--- src/rtl/syn_fifo_ctrl.sv ---
// Single-clock FIFO controller with occupancy count, almost-full/empty thresholds,
// write/read acknowledges and full-with-read pass-through. Define SYN_FIFO_ERR_FLAGS_EN
// to add sticky overflow/underflow flags with an err_clr input.
module syn_fifo_ctrl #(
    parameter int DATA_W    = 8,
    parameter int DEPTH     = 16,
    parameter int ADDR_W    = $clog2(DEPTH),
    parameter int AF_THRESH = DEPTH - 2,
    parameter int AE_THRESH = 2
) (
    input  logic              clk,
    input  logic              rst_n,
    input  logic              wr_en,
    input  logic [DATA_W-1:0] wdata,
    input  logic              rd_en,
    output logic [DATA_W-1:0] rdata,
    output logic              rd_valid,
    output logic              wr_ack,
    output logic              full,
    output logic              empty,
    output logic              almost_full,
    output logic              almost_empty,
    output logic [ADDR_W:0]   count
`ifdef SYN_FIFO_ERR_FLAGS_EN
    ,
    input  logic              err_clr,
    output logic              overflow,
    output logic              underflow
`endif
);

    localparam logic [ADDR_W:0] PTR_ONE   = (ADDR_W + 1)'(1);
    localparam logic [ADDR_W:0] DEPTH_CNT = (ADDR_W + 1)'(DEPTH);
    localparam logic [ADDR_W:0] AF_CNT    = (ADDR_W + 1)'(AF_THRESH);
    localparam logic [ADDR_W:0] AE_CNT    = (ADDR_W + 1)'(AE_THRESH);

    logic [DATA_W-1:0] mem [DEPTH];

    logic [ADDR_W:0]   wr_ptr_reg, wr_ptr_next;
    logic [ADDR_W:0]   rd_ptr_reg, rd_ptr_next;
    logic [ADDR_W:0]   count_reg, count_next;
    logic [DATA_W-1:0] rdata_reg;
    logic              rd_valid_reg;
    logic              wr_ack_reg;

    logic              rd_acc;
    logic              wr_acc;

    // Status is derived from the count register alone, so no request input
    // has a combinational path to any flag.
    assign empty        = (count_reg == '0);
    assign full         = (count_reg == DEPTH_CNT);
    assign almost_full  = (count_reg >= AF_CNT);
    assign almost_empty = (count_reg <= AE_CNT);
    assign count        = count_reg;

    assign rdata    = rdata_reg;
    assign rd_valid = rd_valid_reg;
    assign wr_ack   = wr_ack_reg;

    // A full FIFO still takes a write when a read frees a slot in the same cycle;
    // an empty FIFO never reads, so a write there is not visible until next cycle.
    assign rd_acc = rd_en && !empty;
    assign wr_acc = wr_en && (!full || rd_acc);

    always_comb begin
        wr_ptr_next = wr_ptr_reg;
        rd_ptr_next = rd_ptr_reg;
        count_next  = count_reg;
        if (wr_acc) begin
            wr_ptr_next = wr_ptr_reg + PTR_ONE;
        end
        if (rd_acc) begin
            rd_ptr_next = rd_ptr_reg + PTR_ONE;
        end
        case ({wr_acc, rd_acc})
            2'b10:   count_next = count_reg + PTR_ONE;
            2'b01:   count_next = count_reg - PTR_ONE;
            default: count_next = count_reg;
        endcase
    end

    always_ff @(posedge clk) begin
        if (!rst_n) begin
            wr_ptr_reg   <= '0;
            rd_ptr_reg   <= '0;
            count_reg    <= '0;
            wr_ack_reg   <= 1'b0;
            rd_valid_reg <= 1'b0;
        end else begin
            wr_ptr_reg   <= wr_ptr_next;
            rd_ptr_reg   <= rd_ptr_next;
            count_reg    <= count_next;
            wr_ack_reg   <= wr_acc;
            rd_valid_reg <= rd_acc;
        end
    end

    // Storage has no reset so it maps onto block RAM; the write is still
    // suppressed during reset so a request in that cycle leaves no trace.
    always_ff @(posedge clk) begin
        if (rst_n && wr_acc) begin
            mem[wr_ptr_reg[ADDR_W-1:0]] <= wdata;
        end
    end

    always_ff @(posedge clk) begin
        if (!rst_n) begin
            rdata_reg <= '0;
        end else if (rd_acc) begin
            rdata_reg <= mem[rd_ptr_reg[ADDR_W-1:0]];
        end
    end

`ifdef SYN_FIFO_ERR_FLAGS_EN
    logic overflow_reg, overflow_next;
    logic underflow_reg, underflow_next;

    // A new error in the same cycle as err_clr keeps the flag set.
    always_comb begin
        overflow_next  = err_clr ? 1'b0 : overflow_reg;
        underflow_next = err_clr ? 1'b0 : underflow_reg;
        if (wr_en && !wr_acc) begin
            overflow_next = 1'b1;
        end
        if (rd_en && empty) begin
            underflow_next = 1'b1;
        end
    end

    always_ff @(posedge clk) begin
        if (!rst_n) begin
            overflow_reg  <= 1'b0;
            underflow_reg <= 1'b0;
        end else begin
            overflow_reg  <= overflow_next;
            underflow_reg <= underflow_next;
        end
    end

    assign overflow  = overflow_reg;
    assign underflow = underflow_reg;
`endif

endmodule

--- config.mk ---
export PLATFORM = sky130hd
export DESIGN_NAME = syn_fifo_ctrl
export DESIGN_NICKNAME = d
export VERILOG_FILES = /design/src/rtl/syn_fifo_ctrl.sv
export SDC_FILE = /design/constraint.sdc
export NUM_CORES = 1
export LEC_CHECK = 0
export ABC_CLOCK_PERIOD_IN_PS = 2400
export CAP_MARGIN = 10
export CORE_UTILIZATION = 40
export CTS_BUF_LIST = sky130_fd_sc_hd__clkbuf_8 sky130_fd_sc_hd__clkbuf_16
export CTS_CLUSTER_SIZE = 25
export DETAILED_ROUTE_END_ITERATION = 8
export PLACE_DENSITY = 0.63
export SETUP_SLACK_MARGIN = 0.05
export SYNTH_ARGS = -nofsm -noshare
export SYNTH_HDL_FRONTEND = slang
export SYNTH_SLANG_ARGS = --single-unit
--- constraint.sdc ---
create_clock -name clk -period 2.4 [get_ports clk]
set_input_delay 0.48 -clock clk [delete_from_list [all_inputs] [get_ports clk]]
set_output_delay 0.48 -clock clk [all_outputs]
set_load 0.1 [all_outputs]
; Yosys cells after proc, flatten, opt, wreduce, memory -nomap -nowiden
; Memory sizes are Yosys's and may differ from the RTL's. A register that Yosys moved wholly into a read port is not among the register bits.
; Index checks and enable logic that the tools add are counted.
[classes]
n_addsub = 4
order_cmp = 2
eq_ne = 3
n_mux = 3
n_reduce_logical = 9
[op_table]
columns = cell, n
row1 = $add A5 B1 Y5 const B, 3
row2 = $pmux W5 S2, 1
row3 = $eq A5 B5 Y1 const B, 1
row4 = $ge A5 B4 Y1 const B, 1
row5 = $le A5 B2 Y1 const B, 1
row6 = $logic_not A5 Y1, 1
row7 = $sub A5 B1 Y5 const B, 1
row8 = $logic_and A1 B1 Y1, 3
row9 = $logic_not A1 Y1, 3
row10 = $eq A2 B1 Y1 const B, 1
row11 = $eq A2 B2 Y1 const B, 1
row12 = $mux W1, 2
row13 = $reduce_bool A2 Y1, 1
row14 = $logic_or A1 B1 Y1, 1
[word_totals]
ff_bits = 17
mem_bits_rw = 128
in_bits = 12
out_inout_bits = 19
elab_cells = 27
n_memories = 1
[mem_list]
columns = name, depth, word_bits, read_ports, rd_ports_with_merged_regs, write_ports, line
row1 = mem, 16, 8, 1, 1, 1, 37  ; logic [DATA_W-1:0] mem [DEPTH];

; Logic depth before layout (Yosys ltp)
[logic_depth]
ltp_word = 8
depth_mapped = 9
ltp_nobuf = 8

; Least setup slack after synthesis
; OpenSTA, ideal clock, no wires.
[synth_timing]
path_type = register -> output
from = register count_reg[4] (netlist: count[4])
to = output port almost_empty
arrival_time_ns = 5.615
required_time_ns = 1.920
setup_slack_ns = -3.695
path_stages_with_launch = 2
path_buffers = 0
cell_sequence = dfxtp_1 > a2111oi_0
[synth_via]
elab_chain_len = 1
[synth_lines]
columns = element, line
row1 = from (decl), 41  ; logic [ADDR_W:0] count_reg, count_next;
row2 = from (signal assigned), 93  ; count_reg <= count_next;
row3 = $le A5 B2 Y1, 54  ; assign almost_empty = (count_reg <= AE_CNT);
row4 = to (decl), 22  ; output logic almost_empty,
; Every way passes these cells.

; Final worst setup path
[layout_timing]
from = register count_reg[0] (netlist: count[0])
to = register count_reg[4] (netlist: count[4])
[layout_via]
elab_chain_len = 7
elab_cells_between_ends = 13
classes_between = 2 x add/sub / 3 x eq/ne / 1 x mux / 7 x reduce/logical
[layout_lines]
columns = element, line
row1 = $logic_not A5 Y1, 51  ; assign empty = (count_reg == '0);
row2 = $logic_not A1 Y1, 63  ; assign rd_acc = rd_en && !empty;
row3 = $logic_and A1 B1 Y1, 63
row4 = $logic_or A1 B1 Y1, 64  ; assign wr_acc = wr_en && (!full || rd_acc);
row5 = $logic_and A1 B1 Y1, 64
row6 = $eq A2 B1 Y1 or $eq A2 B2 Y1 (tied branches), 76  ; case ({wr_acc, rd_acc})
row7 = $pmux W5 S2 or $reduce_bool A2 Y1 (tied branches), --
; Parallel ways exist; a longest one is shown, timed or not.
; A chain may end at the register's enable or synchronous reset.

==> impl_metrics.py <==
metrics = {
    "timing": {
        "tightest_slew_ps": 683,
        "worst_clock_skew_ps": 8.73,
        "fin_crit_ps": 2330,
        "whs_ps": 519,
        "rsz0062_at_grt": "yes",
        "hold_viol": 0,
        "slew_violations": 0,
        "finalCritPeriodShare_pct": 96.9,
        "finalSetupViolCount": 0,
        "fmax_ghz": 0.430,
        "relSlewSlack_pct": 54.4,
    },
    "min_path": {
        "hold_class": "flip-flop to flip-flop",
        "holdPathStages": 2,
        "min_from": "wr_ptr_reg[1]",
    },
    "power": {
        "swShare_pct": 33.3,
        "pwr-share-seq_pct": 38.2,
        "intPower_mw": 5.36,
        "static-leakage-power_nw": 2.52,
        "p_per_area_nw_per_um2": 1060,
        "p_sw_mw": 2.68,
        "clkPwrFrac_pct": 33.0,
        "p_comb_share_pct": 28.8,
        "ir_worst_vdd_uv": 722,
    },
    "synth": {
        "async_flop_share_pct": 0,
        "synth_compound_gate_area_share_pct": 7.54,
        "synthFlopType": "edfxtp_1",
        "synth_fp_nets": 429,
        "synth_xor_area_share_pct": 0.710,
        "synth_edf_count": 128,
        "yosys_warnings": 0,
        "synth_adder_area_share_pct": 1.95,
        "ys_types": 43,
        "synth_mux_area_share_pct": 11.6,
        "synthCells": 408,
        "avgSynthCellArea_um2": 15.1,
        "synth_seq_cells": 151,
        "synth_seq_area_share_pct": 69.8,
        "synth_top_family_by_area": "multiplexers",
        "synth_area_um2": 6170,
        "synthSimpleGateAreaFrac_pct": 6.45,
    },
    "critical_path": {
        "worst-r2r-setup-slack_ps": 70,
        "r2r-start": "count[0]",
        "path_max_fanout": 3,
        "crit_path_start_kind": "flip-flop",
        "arrival_ps": 2630,
        "crit_required_ps": 2700,
        "crit_type": "flip-flop to flip-flop",
        "crit_path_start": "count[0]",
        "reg2reg_depth": 8,
        "worstSetupEndpointType": "flip-flop",
    },
    "placement": {
        "routabilityCongestion": 0.774,
        "place_area_um2": 6950,
        "io_buffer_count": 30,
        "dp_hpwl_mm": 8.70,
    },
    "die": {
        "die_x_um": 126,
        "rows": 45,
        "die_area_um2": 15900,
        "start_util_pct": 40.7,
        "fp.dieH_um": 126,
        "io_pins": 31,
        "core-area_um2": 15100,
    },
    "clock_tree": {
        "cts_buffers": 17,
        "cts_hold_buf": 0,
        "cts_tree": "yes",
        "clockRootBuffer": "clkbuf_16",
        "clockBufferDepth": 2,
        "clk_pin_slew_ps": 60,
        "clock_latency_ps": 420,
        "h-tree-depth": 4,
        "cts.sinks": 151,
    },
    "layout": {
        "final_nets": 493,
        "fin_area_um2": 7580,
        "final_common_cell": "edfxtp_1",
        "drive_above_1_share_pct": 22.5,
        "largest_reg_flops": 128,
        "final_cell_mix": "edfxtp_1, mux2i_1, buf_4",
        "final_util_pct": 50.1,
        "area_growth_syn_to_layout_pct": 22.9,
        "diodes": 0,
    },
    "global_routing": {
        "grt_pass1_vias": 3663,
        "top_usage_layer": "met2",
        "track_usage_pct": 17.3,
        "grt_pass1_wl_mm": 20.2,
        "use_met3_pct": 3.23,
        "grt_antenna_before_repair": 0,
        "overflow": 0,
        "grt_use_met2_pct": 28.7,
        "grt_max_degree": 29,
        "grt_use_met1_pct": 22.5,
    },
    "detailed_routing": {
        "drc": 0,
        "drt_pass1_iterations": 5,
        "drt-wirelength-per-cell_um": 19.0,
        "drt-initial-drc-count": 254,
        "ant_nets": 0,
        "wl_mm": 12.8,
        "vias": 3570,
        "vias_per_cell": 5.30,
    },
    "run": {
        "drv_cap": 0,
    },
    "outcome": {
        "outcome": "completed",
    },
}
==> power groups by stage <==
stage	sequential [mW]	combinational, mW	clock [mW]
2_1_floorplan	3.64	1.11	0
3_3_place_gp	3.11	2.23	0
3_5_place_dp	3.12	2.25	0
4_1_cts	3.07	2.29	2.68
5_1_grt	3.08	2.43	2.80
6_report	3.07	2.32	2.65
==> Yosys cell counts, types with 2 or more instances <==
master / number / area share, %
o211ai_1: 2 / 0.24
mux2i_1: 69 / 11
xor2_1: 2 / 0.28
o21a_1: 4 / 0.49
nand2_1: 17 / 1.0
edfxtp_1: 128 / 62
or3_1: 2 / 0.20
or3b_1: 3 / 0.43
xnor2_1: 3 / 0.43
dfxtp_1: 23 / 7.5
a21oi_1: 12 / 0.97
nand3_1: 5 / 0.41
buf_1: 2 / 0.12
buf_2: 10 / 0.81
ha_1: 8 / 1.6
nor2_1: 19 / 1.2
inv_1: 5 / 0.30
a211oi_1: 2 / 0.24
clkbuf_1: 10 / 0.61
o21ai_0: 8 / 0.65
a21o_1: 3 / 0.37
o22ai_1: 32 / 3.2
nand3b_1: 6 / 0.73
nor4_1: 12 / 1.2
nand2b_1: 3 / 0.30
==> critical path, cell delays in order, from the launching register on <==
cell	delay, ps
dfxtp_4	340
or4_4	530
o21ai_4	180
nor2_4	60
fa_2	340
a21o_1	210
a21oi_2	200
nor3b_2	70
o31a_1	290
==> cell type report <==
| cell class | instances | area (um^2) |
|---|---|---|
| inverter | 5 | 18.8 |
| fill | 1256 | 7560 |
| timing repair buffer | 68 | 601 |
| sequential | 151 | 4320 |
| clock inverter | 15 | 165 |
| multi-input combinational | 229 | 1820 |
| clock buffer | 17 | 425 |
| tap | 188 | 235 |
==> cell families (layout without fill, tap and decap cells) <==
family | after synthesis | count (layout)
AOI/OAI and AO/OA | 70 | 70
xor gates and xnor gates | 5 | 5
adders and majority gates | 9 | 9
buffers and inverters | 28 | 105
DFF | 151 | 151
muxes | 70 | 70
and+or+nand+nor | 75 | 75
==> per-stage QoR <==
step                setup slack [ps]  setup TNS [ps]  total power, mW  instances
CTS                             24.1               0             8.04        671
finish                          73.6               0             8.03        673
global route                   0.938               0             8.30        673
global placement               -27.2            -104             5.35        637
detailed placement              -118            -249             5.37        637
floorplan                       -251            -327             4.75        408
==> routing by layer <==
metal  up-vias  wire length (um)
met5         -                 0
met4         0               133
met3        13               481
met2        74              6500
met1      1766              5660
li1       1717                 -
==> path summary, 6_finish.rpt <==
| path | end |
|---|---|
| setup / recovery | count[4] |
| hold / removal | wr_ptr_reg[1] |
| setup reg to reg | count[4] |
| hold reg to reg | wr_ptr_reg[1] |
==> what timing repair did <==
| item | CTS | global route |
|---|---|---|
| gates resized for setup | 3 | 1 |
| pin swaps | 9 | 9 |
| buffers inserted | 2 | 2 |
| cloned | 0 | 0 |
| setup endpoints to repair | 3 | 4 |
(Power assumes the default switching activity.)
